`src/rtl/mem_access_seq_pkg.sv`:
```
// ---------------------------------------------------------------------------
// rv32_mem_pkg
// Shared constants and types for the RV32 memory-stage sequencer.
//   OP_LOAD / OP_STORE : major opcodes that need a data-memory access
//   F3_*               : funct3 encodings for access size and signedness
//   seq_state_t        : sequencer FSM states
//   load_f3_ok / store_f3_ok : funct3 legality checks per opcode
// ---------------------------------------------------------------------------
package rv32_mem_pkg;

    localparam logic [6:0] OP_LOAD  = 7'b0000011;
    localparam logic [6:0] OP_STORE = 7'b0100011;

    localparam logic [2:0] F3_B  = 3'b000;
    localparam logic [2:0] F3_H  = 3'b001;
    localparam logic [2:0] F3_W  = 3'b010;
    localparam logic [2:0] F3_BU = 3'b100;
    localparam logic [2:0] F3_HU = 3'b101;

    typedef enum logic [1:0] {
        ST_IDLE,
        ST_REQ,
        ST_RESP
    } seq_state_t;

    // LB, LH, LW, LBU, LHU are the only defined load widths
    function automatic logic load_f3_ok(input logic [2:0] f3);
        return (f3 == F3_B) || (f3 == F3_H) || (f3 == F3_W) ||
               (f3 == F3_BU) || (f3 == F3_HU);
    endfunction

    // SB, SH, SW are the only defined store widths
    function automatic logic store_f3_ok(input logic [2:0] f3);
        return (f3 == F3_B) || (f3 == F3_H) || (f3 == F3_W);
    endfunction

endpackage

```
`src/rtl/mem_access_seq_if.sv`:
```
// ---------------------------------------------------------------------------
// mem_access_seq_if
// Data-memory port of the memory-stage sequencer (req/gnt/rvalid protocol).
//   mem_req_o    request, held until mem_gnt_i
//   mem_we_o     1 = store
//   mem_addr_o   word-aligned address
//   mem_be_o     byte enables
//   mem_wdata_o  lane-replicated store data
//   mem_gnt_i    request accepted this cycle
//   mem_rvalid_i load data valid
//   mem_rdata_i  load data word
// master : the sequencer side; slave : the memory side.
// ---------------------------------------------------------------------------
interface mem_access_seq_if;

    logic        mem_req_o;
    logic        mem_we_o;
    logic [31:0] mem_addr_o;
    logic [3:0]  mem_be_o;
    logic [31:0] mem_wdata_o;
    logic        mem_gnt_i;
    logic        mem_rvalid_i;
    logic [31:0] mem_rdata_i;

    modport master (
        output mem_req_o, mem_we_o, mem_addr_o, mem_be_o, mem_wdata_o,
        input  mem_gnt_i, mem_rvalid_i, mem_rdata_i
    );

    modport slave (
        input  mem_req_o, mem_we_o, mem_addr_o, mem_be_o, mem_wdata_o,
        output mem_gnt_i, mem_rvalid_i, mem_rdata_i
    );

endinterface

```
`src/rtl/mem_access_seq_load_align.sv`:
```
// ---------------------------------------------------------------------------
// load_align
// Combinational lane logic for both directions of a memory access.
//   Load side : rdata, ld_offset, ld_funct3 -> ld_data (aligned, extended)
//   Store side: st_data, st_offset, st_funct3 -> st_be, st_wdata (replicated)
// Halfwords only look at offset[1] and words always use lane 0, so low
// address bits below the access size have no effect here.
// ---------------------------------------------------------------------------
module load_align
    import rv32_mem_pkg::*;
(
    input  logic [31:0] rdata,
    input  logic [1:0]  ld_offset,
    input  logic [2:0]  ld_funct3,
    output logic [31:0] ld_data,
    input  logic [31:0] st_data,
    input  logic [1:0]  st_offset,
    input  logic [2:0]  st_funct3,
    output logic [3:0]  st_be,
    output logic [31:0] st_wdata
);

    logic [7:0]  byte_sel;
    logic [15:0] half_sel;

    // Pick the addressed byte/halfword out of the returned word, then
    // sign- or zero-extend it according to the load flavour.
    always_comb begin
        byte_sel = rdata[7:0];
        case (ld_offset)
            2'd1:    byte_sel = rdata[15:8];
            2'd2:    byte_sel = rdata[23:16];
            2'd3:    byte_sel = rdata[31:24];
            default: byte_sel = rdata[7:0];
        endcase
        half_sel = ld_offset[1] ? rdata[31:16] : rdata[15:0];
        case (ld_funct3)
            F3_B:    ld_data = {{24{byte_sel[7]}}, byte_sel};
            F3_BU:   ld_data = {24'h0, byte_sel};
            F3_H:    ld_data = {{16{half_sel[15]}}, half_sel};
            F3_HU:   ld_data = {16'h0, half_sel};
            default: ld_data = rdata;
        endcase
    end

    // Stores replicate the datum across every lane so the byte enables
    // alone select what memory actually writes.
    always_comb begin
        case (st_funct3)
            F3_B: begin
                st_be    = 4'b0001 << st_offset;
                st_wdata = {4{st_data[7:0]}};
            end
            F3_H: begin
                st_be    = st_offset[1] ? 4'b1100 : 4'b0011;
                st_wdata = {2{st_data[15:0]}};
            end
            default: begin
                st_be    = 4'b1111;
                st_wdata = st_data;
            end
        endcase
    end

endmodule

```
`src/rtl/mem_access_seq.sv`:
```
// ---------------------------------------------------------------------------
// mem_access_seq
// Memory-stage sequencer for the RV32 pipeline. Accepts the instruction
// leaving execute, performs the data-memory access it needs over a
// req/gnt/rvalid port, and hands the instruction (plus aligned load data)
// to writeback. Non-memory instructions pass through in one cycle.
//
// Parameters
//   TIMEOUT  cycles to wait for mem_rvalid_i after grant before aborting (>=2)
// Ports
//   clk, rst       clock; asynchronous active-high reset
//   instr_i        instruction from execute
//   instr_valid_i  instr_i/addr_i/wdata_i valid
//   addr_i         effective byte address
//   wdata_i        store data (rs2)
//   stall_o        hold upstream while an access is in flight
//   instr_wb_o     instruction forwarded to writeback
//   wb_valid_o     1-cycle completion pulse
//   load_data_o    aligned, extended load result (0 for non-loads)
//   err_o          response timeout, pulses with wb_valid_o
//   misalign_o     misaligned access, pulses with wb_valid_o
//   mem            data-memory port (mem_access_seq_if.master)
// Configuration
//   MEM_MISALIGN_TRAP_EN : when defined, misaligned halfword/word accesses
//   skip the bus and complete next cycle with misalign_o. When undefined,
//   misalign_o is tied 0 and the low address bits below the size are ignored.
// ---------------------------------------------------------------------------
module mem_access_seq
    import rv32_mem_pkg::*;
#(
    parameter int TIMEOUT = 64
) (
    input  logic        clk,
    input  logic        rst,
    input  logic [31:0] instr_i,
    input  logic        instr_valid_i,
    input  logic [31:0] addr_i,
    input  logic [31:0] wdata_i,
    output logic        stall_o,
    output logic [31:0] instr_wb_o,
    output logic        wb_valid_o,
    output logic [31:0] load_data_o,
    output logic        err_o,
    output logic        misalign_o,
    mem_access_seq_if.master mem
);

    localparam int CW = $clog2(TIMEOUT + 1);

    seq_state_t    state;
    logic [CW-1:0] resp_cnt;
    logic [31:0]   instr_q;
    logic [2:0]    funct3_q;
    logic [1:0]    offset_q;

    logic [6:0]    opcode;
    logic [2:0]    funct3;
    logic [1:0]    offset;
    logic          is_load;
    logic          is_store;
    logic          misaligned;
    logic          go_mem;
    logic [31:0]   ld_data;
    logic [3:0]    st_be;
    logic [31:0]   st_wdata;

    // Decode the incoming instruction. Undefined funct3 values fall out of
    // is_load/is_store and are therefore treated as plain pass-through.
    always_comb begin
        opcode     = instr_i[6:0];
        funct3     = instr_i[14:12];
        offset     = addr_i[1:0];
        is_load    = (opcode == OP_LOAD) && load_f3_ok(funct3);
        is_store   = (opcode == OP_STORE) && store_f3_ok(funct3);
        misaligned = 1'b0;
`ifdef MEM_MISALIGN_TRAP_EN
        case (funct3)
            F3_H, F3_HU: misaligned = offset[0];
            F3_W:        misaligned = (offset != 2'b00);
            default:     misaligned = 1'b0;
        endcase
`endif
        go_mem = (is_load || is_store) && !misaligned;
    end

    // Upstream must freeze as soon as a bus access is accepted and stay
    // frozen until the completion has been registered.
    always_comb begin
        stall_o = (state != ST_IDLE) || (instr_valid_i && go_mem);
    end

    load_align u_align (
        .rdata     (mem.mem_rdata_i),
        .ld_offset (offset_q),
        .ld_funct3 (funct3_q),
        .ld_data   (ld_data),
        .st_data   (wdata_i),
        .st_offset (offset),
        .st_funct3 (funct3),
        .st_be     (st_be),
        .st_wdata  (st_wdata)
    );

`ifdef MEM_MISALIGN_TRAP_EN
    logic misalign_q;
    assign misalign_o = misalign_q;
`else
    assign misalign_o = 1'b0;
`endif

    // Sequencer FSM. All bus and writeback outputs are registered here.
    // Bus fields are captured at accept and held until grant; the response
    // counter only runs in RESP and aborts the load once it hits TIMEOUT.
    always_ff @(posedge clk or posedge rst) begin
        if (rst) begin
            state           <= ST_IDLE;
            resp_cnt        <= '0;
            instr_q         <= '0;
            funct3_q        <= '0;
            offset_q        <= '0;
            instr_wb_o      <= '0;
            wb_valid_o      <= 1'b0;
            load_data_o     <= '0;
            err_o           <= 1'b0;
            mem.mem_req_o   <= 1'b0;
            mem.mem_we_o    <= 1'b0;
            mem.mem_addr_o  <= '0;
            mem.mem_be_o    <= '0;
            mem.mem_wdata_o <= '0;
`ifdef MEM_MISALIGN_TRAP_EN
            misalign_q      <= 1'b0;
`endif
        end else begin
            wb_valid_o <= 1'b0;
            err_o      <= 1'b0;
`ifdef MEM_MISALIGN_TRAP_EN
            misalign_q <= 1'b0;
`endif
            case (state)
                ST_IDLE: begin
                    if (instr_valid_i) begin
                        instr_q  <= instr_i;
                        funct3_q <= funct3;
                        offset_q <= offset;
                        if (go_mem) begin
                            mem.mem_req_o   <= 1'b1;
                            mem.mem_we_o    <= is_store;
                            mem.mem_addr_o  <= {addr_i[31:2], 2'b00};
                            mem.mem_be_o    <= st_be;
                            mem.mem_wdata_o <= st_wdata;
                            state           <= ST_REQ;
                        end else begin
                            wb_valid_o  <= 1'b1;
                            instr_wb_o  <= instr_i;
                            load_data_o <= '0;
`ifdef MEM_MISALIGN_TRAP_EN
                            misalign_q  <= (is_load || is_store) && misaligned;
`endif
                        end
                    end
                end
                ST_REQ: begin
                    if (mem.mem_gnt_i) begin
                        mem.mem_req_o <= 1'b0;
                        if (mem.mem_we_o) begin
                            wb_valid_o  <= 1'b1;
                            instr_wb_o  <= instr_q;
                            load_data_o <= '0;
                            state       <= ST_IDLE;
                        end else begin
                            resp_cnt <= '0;
                            state    <= ST_RESP;
                        end
                    end
                end
                ST_RESP: begin
                    if (mem.mem_rvalid_i) begin
                        wb_valid_o  <= 1'b1;
                        instr_wb_o  <= instr_q;
                        load_data_o <= ld_data;
                        state       <= ST_IDLE;
                    end else if (resp_cnt == CW'(TIMEOUT - 1)) begin
                        wb_valid_o  <= 1'b1;
                        err_o       <= 1'b1;
                        instr_wb_o  <= instr_q;
                        load_data_o <= '0;
                        state       <= ST_IDLE;
                    end else begin
                        resp_cnt <= resp_cnt + 1'b1;
                    end
                end
                default: state <= ST_IDLE;
            endcase
        end
    end

endmodule

```
`src/flat_wrapper.sv`:
```
// flat-port wrapper written by rule: the top's interface ports become plain ports
module mem_access_seq_flat import rv32_mem_pkg::*;
#(
    parameter int TIMEOUT = 64
)
  (clk, rst, instr_i, instr_valid_i, addr_i, wdata_i, stall_o, instr_wb_o, wb_valid_o, load_data_o, err_o, misalign_o, mem_mem_req_o, mem_mem_we_o, mem_mem_addr_o, mem_mem_be_o, mem_mem_wdata_o, mem_mem_gnt_i, mem_mem_rvalid_i, mem_mem_rdata_i);
  mem_access_seq_if mem_i ();
  input  logic clk;
  input  logic rst;
  input  logic [31:0] instr_i;
  input  logic instr_valid_i;
  input  logic [31:0] addr_i;
  input  logic [31:0] wdata_i;
  output logic stall_o;
  output logic [31:0] instr_wb_o;
  output logic wb_valid_o;
  output logic [31:0] load_data_o;
  output logic err_o;
  output logic misalign_o;
  output wire logic [$bits(mem_i.mem_req_o)-1:0] mem_mem_req_o;
  output wire logic [$bits(mem_i.mem_we_o)-1:0] mem_mem_we_o;
  output wire logic [$bits(mem_i.mem_addr_o)-1:0] mem_mem_addr_o;
  output wire logic [$bits(mem_i.mem_be_o)-1:0] mem_mem_be_o;
  output wire logic [$bits(mem_i.mem_wdata_o)-1:0] mem_mem_wdata_o;
  input wire logic [$bits(mem_i.mem_gnt_i)-1:0] mem_mem_gnt_i;
  input wire logic [$bits(mem_i.mem_rvalid_i)-1:0] mem_mem_rvalid_i;
  input wire logic [$bits(mem_i.mem_rdata_i)-1:0] mem_mem_rdata_i;
  assign mem_mem_req_o = mem_i.mem_req_o;
  assign mem_mem_we_o = mem_i.mem_we_o;
  assign mem_mem_addr_o = mem_i.mem_addr_o;
  assign mem_mem_be_o = mem_i.mem_be_o;
  assign mem_mem_wdata_o = mem_i.mem_wdata_o;
  assign mem_i.mem_gnt_i = mem_mem_gnt_i;
  assign mem_i.mem_rvalid_i = mem_mem_rvalid_i;
  assign mem_i.mem_rdata_i = mem_mem_rdata_i;
  mem_access_seq #(.TIMEOUT(TIMEOUT)) u_core (.clk(clk), .rst(rst), .instr_i(instr_i), .instr_valid_i(instr_valid_i), .addr_i(addr_i), .wdata_i(wdata_i), .stall_o(stall_o), .instr_wb_o(instr_wb_o), .wb_valid_o(wb_valid_o), .load_data_o(load_data_o), .err_o(err_o), .misalign_o(misalign_o), .mem(mem_i));
endmodule
```
`config.mk`:
```
export PLATFORM = sky130hd
export DESIGN_NAME = mem_access_seq_flat
export DESIGN_NICKNAME = d
export VERILOG_FILES = /design/src/rtl/mem_access_seq_pkg.sv /design/src/rtl/mem_access_seq_if.sv /design/src/rtl/mem_access_seq_load_align.sv /design/src/rtl/mem_access_seq.sv /design/src/flat_wrapper.sv
export SDC_FILE = /design/constraint.sdc
export NUM_CORES = 1
export LEC_CHECK = 0
export CORE_ASPECT_RATIO = 1.1
export CORE_MARGIN = 2
export CORE_UTILIZATION = 46
export CTS_CLUSTER_SIZE = 10
export DETAILED_ROUTE_END_ITERATION = 10
export PLACE_DENSITY = 0.81
export SLEW_MARGIN = 0
export SYNTH_ARGS = -nofsm -noshare
export SYNTH_HDL_FRONTEND = slang
export SYNTH_SLANG_ARGS = --single-unit
```
`constraint.sdc`:
```
create_clock -name clk -period 8.47 [get_ports clk]
set_input_delay 2.1175 -clock clk [delete_from_list [all_inputs] [get_ports clk]]
set_output_delay 2.1175 -clock clk [all_outputs]
set_load 0.02 [all_outputs]
```
# Word level (Yosys, flattened, before mapping)

Cells that the tools add are included.

Multiplexer cells: 45
Add/subtract/negate cells: 1
Shift operators: 1
Reductions and logical operators: 22
Equal/unequal tests: 24

Operators by type and width:

| cell                                                                  | count |
|---|---|
| 32-bit 2-to-1 mux                                                     | 12 |
| 32-bit case mux with 3 select lines                                   | 2 |
| 32-bit case mux with 4 select lines                                   | 1 |
| 32-bit case mux with 2 select lines                                   | 1 |
| 7-bit 2-to-1 mux                                                      | 4 |
| 8-bit case mux with 3 select lines                                    | 1 |
| 16-bit 2-to-1 mux                                                     | 1 |
| 7-bit by 6-bit equality test with 1-bit output, second input constant | 2 |
| 7-bit case mux with 2 select lines                                    | 1 |
| 3-bit equality test, second input constant                            | 4 |
| 2-bit 2-to-1 mux                                                      | 6 |
| 2-bit != test, second input constant                                  | 6 |
| 1-bit 2-to-1 mux                                                      | 11 |
| 4-bit case mux with 2 select lines                                    | 1 |
| 4-bit AND reduction                                                   | 2 |
| 7-bit by 1-bit adder with 7-bit output, second input constant         | 1 |
| 7-bit by 2-bit equality test with 1-bit output, second input constant | 1 |
| 2-bit equality test, second input constant                            | 3 |
| 3-bit by 1-bit equality test with 1-bit output, second input constant | 2 |
| 3-bit zero test                                                       | 2 |
| 1-bit logical OR                                                      | 6 |
| 2-bit case mux with 3 select lines                                    | 1 |
| 6-bit AND reduction                                                   | 1 |
| 2-bit nonzero test                                                    | 3 |
| 14 further kinds                                                      | 18 |

Output and inout port bits: 138
Register bits after elaboration: 180
Input port bits: 133

# Depth between registers and ports, before layout

Word-level depth: 10
Mapped depth: 9
Depth with buffers taken out: 7

# Cells and area by module

From an unflattened synthesis, not the netlist that was laid out.

Cells, all modules: 839
Area total of the unflattened synthesis: 8255.4 um^2

By module, submodules not included:

| module         | sequential area each (um^2) | area each (um^2) | instances | cells each |
|---|---|---|---|---|
| mem_access_seq | 4429.2                      | 7160.6           | 1         | 655 |
| load_align     | 0.0                         | 1094.8           | 1         | 184 |

# Worst setup path before layout

OpenSTA, ideal clock, no wires.

Path type: input to output
Start point: in instr_i[3]
End point: out stall_o
Data arrival time: 3027 ps
Data required time: 6352 ps
Setup slack: 3325 ps
Cell stages on the path: 3
Cell sequence: nor4b_2 -> nand4b_1 -> o21ai_1

Longest elaborated chain between the ends: 5
Elaborated cells on any way between the ends: 7
Classes of those cells: eq/ne: 2; reduce/logical: 5

Ends and longest elaborated chain:

| item                                                                                                                    | line                                       | text |
|---|---|---|
| start: declaration                                                                                                      | flat_wrapper.sv:10                         | `input logic [31:0] instr_i;` |
| 7-bit by 2-bit equality test with 1-bit output / 7-bit by 6-bit equality test with 1-bit output (equally long branches) | mem_access_seq.sv:73, mem_access_seq.sv:74 |  |
| 1-bit logical AND (on tied branches)                                                                                    | mem_access_seq.sv:73, mem_access_seq.sv:74 |  |
| 1-bit logical OR *                                                                                                      | mem_access_seq.sv:83                       | `go_mem = (is_load \|\| is_store) && !misaligned;` |
| 1-bit logical AND *                                                                                                     | mem_access_seq.sv:89                       | `stall_o = (state != ST_IDLE) \|\| (instr_valid_i && go_mem);` |
| 1-bit logical OR *                                                                                                      | mem_access_seq.sv:89                       |  |
| end: declaration                                                                                                        | flat_wrapper.sv:14                         | `output logic stall_o;` |

Every way passes the cells marked *; elsewhere a longest branch is shown, timed or not.

# Final worst setup path

Ends and elaborated chain as after synthesis.

==> results.txt <==
status -> finished, final reports clean
final WL -> 20.9 mm
FFs w/ async S/R, synth -> 1.00
remaining global-route overflow -> 0
die area -> 18500 µm²
Multi-input gate area -> 3320 µm²
Core ar. -> 17000 µm²
clk_skew -> 10.0 ps
DR DRC count -> 0
Area Overhead vs Synth -> 42.6%
antenna cell count -> 0
Distinct cells, synth -> 49
Peak VDD IR -> 0.000171 V
Post-CTS Resized -> 0
Slowest cell on crit path -> clkdlybuf4s50_1
FF+latch count, synth -> 177
IO buf count -> 267
WHS -> 474 ps
sequential area share after synthesis -> 0.552
Post-CTS Hold Buffers -> 0
Setup crit end kind -> output pin
largest net degree at the start of global routing -> 106
Row Count -> 50
Final nets -> 1163
total power -> 3.63 mW
vias in the first global route -> 6572
worst setup path category -> input pin to output pin
Setup crit start kind -> input pin
Slew HR -> 0.237
Finished Layout Cells -> 1271
Vias/cell -> 5.13
initial antenna violation count -> 0
placer's final routability congestion estimate -> 0.775
CTS Buffer Depth -> 2
Least-Margin Pin Slew -> 1140 ps
fin area -> 11400 µm²
fraction of layout instances using a drive strength above 1 -> 0.0906
Final Cycle Share -> 0.769
RSZ-0062 raised after global routing -> false
number of clock sinks -> 177
Max Cap Viol -> 0
die width -> 130 µm
antenna-violating nets left -> 0
total number of vias -> 6517
Inst Count DP -> 1240
Leak -> 5.08 nW
CTS Buf Count -> 17
Initial Utilization -> 0.471
commonest non-fill, non-tap cell in the layout -> clkdlybuf4s50_1
ys flop type -> dfrtp_1
postcts setup bufs -> 0
EDFF count, synth -> 0
fmax -> 154 MHz
starting DRC count in detailed routing -> 293
slowest cell delay on critical path -> 670 ps
Mapped Cells -> 780
WP buf/inv -> 2
post-place setup slack -> 1930 ps
Seq. cell area -> 4430 µm²
Slew Viols, Final -> 0
Crit path required time -> 6350 ps
Tot GR Track Use -> 0.232
clock slew at reported path FFs -> 60 ps
most frequent cells in the layout -> 267 x clkdlybuf4s50_1, 228 x nand2_1, 177 x dfrtp_1
wire per inst -> 16.5 µm
r2r setup slk -> 6010 ps
Filler cells -> 1383
Die Ht -> 142 µm
Final min period -> 6510 ps
Core Util, Final -> 0.672
# setup viols final -> 0
CP Max Fanout -> 4
first-pass GRT wire length -> 33.4 mm
DP Area -> 10800 µm²
critical path's top delay family -> buffers and inverters
htree depth -> 4
clock root buffer -> clkbuf_16
crit-path cells -> clkdlybuf4s50_1, nor4b_2, nand4b_1, o21ai_1, clkdlybuf4s50_1
Hold Fails Final Rpt -> 0
CTS tree -> yes
first-pass iteration count of the detailed router -> 4
I/O pin total -> 271
CP dominant cell by count -> clkdlybuf4s50_1
Clock Latency Late Sink -> 420 ps
dpl hpwl -> 14.9 mm
Pwr Density -> 318 nW/µm²
post-synthesis cell area -> 8020 µm²
final worst slack -> 1960 ps
Yosys warning count -> 0
Worst Hold Class -> flop to flop
setup tns final -> 0 ps
average size of a mapped cell -> 10.3 µm²
WP data arrival -> 4390 ps
-- worst paths after layout --
path                                                       startpoint                               endpoint  cells past startpoint
worst max register to register            u_core.state[1]$_DFFE_PP0P_     u_core.mem.mem_be_o[0]$_DFFE_PP0P_                      7
worst min register to register  u_core.mem.mem_addr_o[21]$_DFFE_PP0P_  u_core.mem.mem_addr_o[21]$_DFFE_PP0P_                      2
worst max-delay path                                       instr_i[3]                                stall_o                      5
worst min-delay path            u_core.mem.mem_addr_o[21]$_DFFE_PP0P_  u_core.mem.mem_addr_o[21]$_DFFE_PP0P_                      2
max in group asynchronous                                         rst  u_core.mem.mem_addr_o[21]$_DFFE_PP0P_                      3
min in group asynchronous                                         rst   u_core.mem.mem_addr_o[7]$_DFFE_PP0P_                      2
-- routing by layer --
metal	up-vias	share of wire	track usage	wire length, µm
li1	3126	-	-	-
met1	3103	0.41	0.289	8660
met2	251	0.47	0.368	9790
met3	37	0.095	0.0891	1990
met4	0	0.024	0.0838	513
met5	-	0	0	0
-- state kept, by name, summed over array words and instances (netlist names) --
register and count:
u_core.err_o 1, u_core.funct3_q 2, u_core.instr_q 30, u_core.instr_wb_o 32, u_core.load_data_o 32, u_core.mem.mem_addr_o 30
u_core.mem.mem_be_o 4, u_core.mem.mem_req_o 1, u_core.mem.mem_wdata_o 32, u_core.mem.mem_we_o 1, u_core.offset_q 2, u_core.resp_cnt 7
u_core.state 2, u_core.wb_valid_o 1
-- power breakdown --
group          internal (mW)  switching, mW
Sequential              1.10          0.175
Combinational          0.723          0.796
Clock                  0.500          0.340
-- tightest hold or removal path, stage by stage (launching register included) --
cell	delay, ps
dfrtp_1	340
nand2_1	50
nand2_1	50
-- layout make-up --
class	instances	share of cell area
clock inverters	13	0.0175
well taps	234	0.0256
flip-flops and latches	177	0.387
repair buffers	274	0.238
multi-input cells	548	0.291
clock buffers	18	0.0375
inverters	7	0.00274
-- cells by family (layout without fill, tap and decap cells) --
group           count (synthesis)  after routing  share of synthesized area
other cells                     1              3                   0.000468
xor+xnor                        4              4                    0.00437
mux                           101            101                      0.134
buf+inv                        57            312                     0.0360
simple gates                  295            295                      0.158
compound gates                140            140                      0.107
flops                         177            177                      0.552
fa+ha+maj                       5              5                    0.00780
-- cell usage after synthesis (all sizes together) (5+ instances only) --
master	n	share of area
a32o	8	0.010
clkbuf	25	0.012
dfrtp	177	0.55
o22ai	8	0.0062
nand2b	14	0.011
nor2b	18	0.014
o21ai	94	0.060
o22a	8	0.0087
nor2	14	0.0069
nand2	228	0.11
mux2i	58	0.072
ha	5	0.0078
inv	7	0.0033
buf	25	0.021
a21oi	7	0.0048
mux2	42	0.059
Note: power is estimated with default switching activity, not from simulation.
